**src/rtl/sipo_deser_ctrl_pkg.sv**
```systemverilog
// Shared types and constants for the serial-in/parallel-out deserializer.
package sipo_deser_ctrl_pkg;

  localparam int NBITS_DEFAULT = 8;

  typedef enum logic [1:0] {
    IDLE  = 2'b00,
    SHIFT = 2'b01,
    FULL  = 2'b10
  } state_e;

endpackage

```
**src/rtl/sipo_sreg.sv**
```systemverilog
// Shift register: MSB-first accumulation, clear has priority over shift.
module sipo_sreg #(
  parameter int NBITS = 8
) (
  input  logic             clk,
  input  logic             reset,
  input  logic             clr,
  input  logic             en,
  input  logic             sin,
  output logic [NBITS-1:0] pout
);

  logic [NBITS-1:0] data_q;
  logic [NBITS-1:0] data_d;

  // next contents: clear, shift in new LSB, or hold
  always_comb begin
    data_d = data_q;
    if (clr) begin
      data_d = {NBITS{1'b0}};
    end else if (en) begin
      data_d = {data_q[NBITS-2:0], sin};
    end else begin
      data_d = data_q;
    end
  end

  // storage with async active-low reset
  always_ff @(posedge clk or negedge reset) begin
    if (!reset) begin
      data_q <= {NBITS{1'b0}};
    end else begin
      data_q <= data_d;
    end
  end

  assign pout = data_q;

endmodule

```
**src/rtl/sipo_deser_ctrl.sv**
```systemverilog
// Deserializer controller: bit counter and IDLE/SHIFT/FULL handshake FSM
// around the sipo_sreg shift register.
module sipo_deser_ctrl
  import sipo_deser_ctrl_pkg::*;
#(
  parameter int NBITS = NBITS_DEFAULT
) (
  input  logic                     clk,
  input  logic                     reset,
  input  logic                     in_val,
  input  logic                     in_bit,
  output logic                     in_rdy,
  input  logic                     flush,
  output logic                     out_val,
  input  logic                     out_rdy,
  output logic [NBITS-1:0]         out_data,
  output logic [$clog2(NBITS)-1:0] count
);

  localparam int CW = $clog2(NBITS);
  localparam logic [CW-1:0] LAST = CW'(NBITS - 1);

  state_e          state_q;
  state_e          state_d;
  logic [CW-1:0]   count_q;
  logic [CW-1:0]   count_d;
  logic            accept_s;

  assign accept_s = in_val && in_rdy && !flush;

  // state register
  always_ff @(posedge clk or negedge reset) begin
    if (!reset) begin
      state_q <= IDLE;
    end else begin
      state_q <= state_d;
    end
  end

  // next-state logic; flush overrides everything, including a FULL handoff
  always_comb begin
    state_d = state_q;
    case (state_q)
      IDLE: begin
        if (accept_s) begin
          state_d = SHIFT;
        end else begin
          state_d = IDLE;
        end
      end
      SHIFT: begin
        if (flush) begin
          state_d = IDLE;
        end else if (accept_s && (count_q == LAST)) begin
          state_d = FULL;
        end else begin
          state_d = SHIFT;
        end
      end
      FULL: begin
        if (flush || out_rdy) begin
          state_d = IDLE;
        end else begin
          state_d = FULL;
        end
      end
      default: begin
        state_d = IDLE;
      end
    endcase
  end

  // handshake outputs decoded from state alone
  always_comb begin
    in_rdy  = 1'b1;
    out_val = 1'b0;
    case (state_q)
      IDLE, SHIFT: begin
        in_rdy  = 1'b1;
        out_val = 1'b0;
      end
      FULL: begin
        in_rdy  = 1'b0;
        out_val = 1'b1;
      end
      default: begin
        in_rdy  = 1'b1;
        out_val = 1'b0;
      end
    endcase
  end

  // bit counter wraps to 0 as the word completes
  always_comb begin
    count_d = count_q;
    if (flush) begin
      count_d = {CW{1'b0}};
    end else if (accept_s) begin
      if (count_q == LAST) begin
        count_d = {CW{1'b0}};
      end else begin
        count_d = count_q + CW'(1);
      end
    end else begin
      count_d = count_q;
    end
  end

  // counter register
  always_ff @(posedge clk or negedge reset) begin
    if (!reset) begin
      count_q <= {CW{1'b0}};
    end else begin
      count_q <= count_d;
    end
  end

  assign count = count_q;

  sipo_sreg #(
    .NBITS(NBITS)
  ) u_sreg (
    .clk  (clk),
    .reset(reset),
    .clr  (flush),
    .en   (accept_s),
    .sin  (in_bit),
    .pout (out_data)
  );

endmodule

```
**config.mk**
```make
export PLATFORM = sky130hd
export DESIGN_NAME = sipo_deser_ctrl
export DESIGN_NICKNAME = d
export VERILOG_FILES = /design/src/rtl/sipo_deser_ctrl_pkg.sv /design/src/rtl/sipo_sreg.sv /design/src/rtl/sipo_deser_ctrl.sv
export SDC_FILE = /design/constraint.sdc
export NUM_CORES = 1
export LEC_CHECK = 0
export BUFFER_PORTS_ARGS = -buffer_cell sky130_fd_sc_hd__clkbuf_2
export CAP_MARGIN = 15
export CELL_PAD_IN_SITES_DETAIL_PLACEMENT = 1
export CELL_PAD_IN_SITES_GLOBAL_PLACEMENT = 1
export CORE_UTILIZATION = 37
export DETAILED_ROUTE_END_ITERATION = 10
export HOLD_SLACK_MARGIN = 0.02
export PLACE_DENSITY = 0.81
export SYNTH_ARGS = -nofsm -noshare
export SYNTH_HDL_FRONTEND = slang
export SYNTH_SLANG_ARGS = --single-unit
```
**constraint.sdc**
```tcl
create_clock -name clk -period 3.6 [get_ports clk]
set_input_delay 0.18 -clock clk [delete_from_list [all_inputs] [get_ports clk]]
set_output_delay 0.18 -clock clk [all_outputs]
set_load 0.02 [all_outputs]
```
==> metrics.cfg <==
[global_routing]
grt-ovfl-total = 0
track_usage_pct = 17.52
grt_pass1_wl_um = 2277
grt_pass1_vias = 465
grt_max_degree = 15
antenna_found_initial = 0

[layout]
final_area_um2 = 713.2
nets = 89
diodes = 0
syn_to_final_growth_pct = 21.28
fill_cells = 187
layout-drive-gt1-share_pct = 30.00

[pwr]
p_switching_mw = 0.07147
p_clk_share_pct = 34.6
pwr-share-comb_pct = 9.3
intPower_mw = 0.2008
power_density_nw_per_um2 = 381.8
ir_drop_mv = 0.2334
switching_share_pct = 26.25
p_seq_share_pct = 56.1
power_leakage_nw = 0.3411

[timing]
fin_ws_ns = 1.816
fmax_ghz = 0.5604
rsz0062_at_grt = false
worst_pin_slew_ns = 0.5453
finalCritPeriodShare_pct = 49.57
clock_skew_ns = 0.002457
setup_viol = 0
fin_crit_ns = 1.784
hold_viol_final = 0
final-max-slew-violation-count = 0
timing.setup.tns_ns = 0
slew_headroom_pct = 63.48

[critical_path]
rr_worst_depth = 4
required_ns = 3.42
r2r_slack_ns = 2.05
critPathCaptureType = output pin
r2r_start = count[0]$_DFFE_PN0P_
arrival_ns = 1.60
rr_endpoint = count[0]$_DFFE_PN0P_
crit_path_start_kind = flop
cp_max_fo = 14
critPathKind = reg2out

[synth]
ys_warn_count = 0
synth_fp_nets = 70
synth_seq_cells = 13
synthDistinctLibCells = 16
synthCells = 62
yosysSeqAreaShare_pct = 55.32
syn-cell-area_um2 = 588.1
syn_avg_cell_area_um2 = 9.485

[clock_network]
clkLatencyLatePin_ns = 0.28
tritoncts = built
clock_sinks = 13
cts_made_buffers = 3
post_cts_buffers = 0
clockBufferDepth = 2
post_cts_resized = 0
path_clk_slew_ns = 0.08
cts-hold-fix-buffers = 1
h-tree-depth = 1
root_buffer = clkbuf_4

[status]
status = completed

[floorplanning]
die_h_um = 41.87
dieArea_um2 = 1753
num_rows = 14
ioPinCount = 19
core_area_um2 = 1489
initial_core_util_pct = 39.50
dieWidth_um = 41.87

[placement]
gp_congestion = 0.6391
dp_slack_ns = 2.060
port_buffers = 18
placed_cell_area_um2 = 676.9

[min_path]
holdCritStartpoint = in_bit
worstHoldPathCells = 3
hp-class = in2reg
hold_path_end = u_sreg.pout[0]$_DFFE_PN0P_

[drt]
dr.pass1.iters = 3
route.detailed.drc = 0
wl_per_cell_um = 14.82
wirelength_um = 1423
via_per_inst = 5.667
ant_nets = 0
drtIter0Drc = 3
via_count = 544

[job]
max-cap-violations = 0

==> worst max-delay path, cell delays in order, from the launching register on <==
cell      delay (ns)
dfrtp_1         0.42
nor2b_2         0.47
inv_2           0.23
clkbuf_2        0.21
==> metal layers <==
layer	track usage [%]	part of all wire [%]
met5	0	0
met4	7.742	1.7
met3	5.217	2.7
met2	28.13	48
met1	21.69	48
==> layout by cell type (no fill, tap or decap), drive strengths merged <==
cell type / instances
ha: 2
nor3: 1
a21oi: 11
inv: 2
clkbuf: 22
dfrtp: 13
nand2: 1
o21ai: 12
nor2b: 1
nand3: 11
or4: 1
o32a: 1
nor2: 1
dlygate4sd3: 1
==> synth_stat cells (all sizes together) <==
cell | number | area [um2]
a21oi | 11 | 55.05
buf | 3 | 13.76
clkbuf | 2 | 7.510
dfrtp | 13 | 325.3
ha | 2 | 25.02
inv | 2 | 7.510
nand2 | 1 | 3.750
nand3 | 11 | 55.05
nor2 | 1 | 3.750
nor2b | 1 | 8.760
nor3 | 1 | 5.000
o21ai | 12 | 60.06
o32a | 1 | 10.01
or4 | 1 | 7.510
==> layout make-up <==
cell class,count,area (um2),area share [%]
flip-flops and latches,13,325.3,45.61
multi-input cells,42,234.0,32.81
repair buffers,19,100.1,14.04
clock buffers,4,26.28,3.684
well taps,16,20.02,2.807
inverters,2,7.507,1.053
==> stage by stage <==
step / hold WS [ns] / total power, mW / instances / utilization, %
3_5_place_dp: 0.09767 / 0.1807 / 91 / 45.46
4_1_cts: 0.1332 / 0.2772 / 96 / 47.90
5_1_grt: 0.1497 / 0.2854 / 96 / 47.90
3_3_place_gp: 0.09672 / 0.1801 / 91 / 45.46
2_1_floorplan: -0.1156 / 0.1688 / 62 / -
6_report: 0.1386 / 0.2723 / 96 / 47.90
==> worst max path at each step <==
| stage | startpoint | endpoint | slack, ns |
|---|---|---|---|
| 2_1_floorplan | count[0]$_DFFE_PN0P_ | count[0]$_DFFE_PN0P_ | 2.05 |
| 3_3_place_gp | state_q[0]$_DFF_PN0_ | in_rdy | 2.12 |
| 5_1_grt | state_q[0]$_DFF_PN0_ | in_rdy | 1.74 |
| 6_report | state_q[0]$_DFF_PN0_ | in_rdy | 1.82 |
| 3_5_place_dp | count[0]$_DFFE_PN0P_ | count[0]$_DFFE_PN0P_ | 2.06 |
| 4_1_cts | state_q[0]$_DFF_PN0_ | in_rdy | 1.81 |
==> sequential cells by signal, indices dropped and copies added (netlist names) <==
register     count
state_q          2
u_sreg.pout      8
count            3
==> cells by family after synthesis <==
group           count (synthesis)  share of synthesized area, %
simple gates                   16                         14.25
fa+ha+maj                       2                         4.255
buf+inv                         7                         4.894
flops                          13                         55.32
compound gates                 24                         21.28
==> power by group through the flow <==
stage / Clock [mW] / Combinational (mW) / Sequential [mW]
after global routing: 0.104 / 0.0282 / 0.153
after floorplan: 0 / 0.0100 / 0.159
after detailed placement: 0 / 0.0250 / 0.156
final: 0.0941 / 0.0254 / 0.153
after CTS: 0.0983 / 0.0261 / 0.153
after global placement: 0 / 0.0247 / 0.155
(Power assumes the default switching activity.)
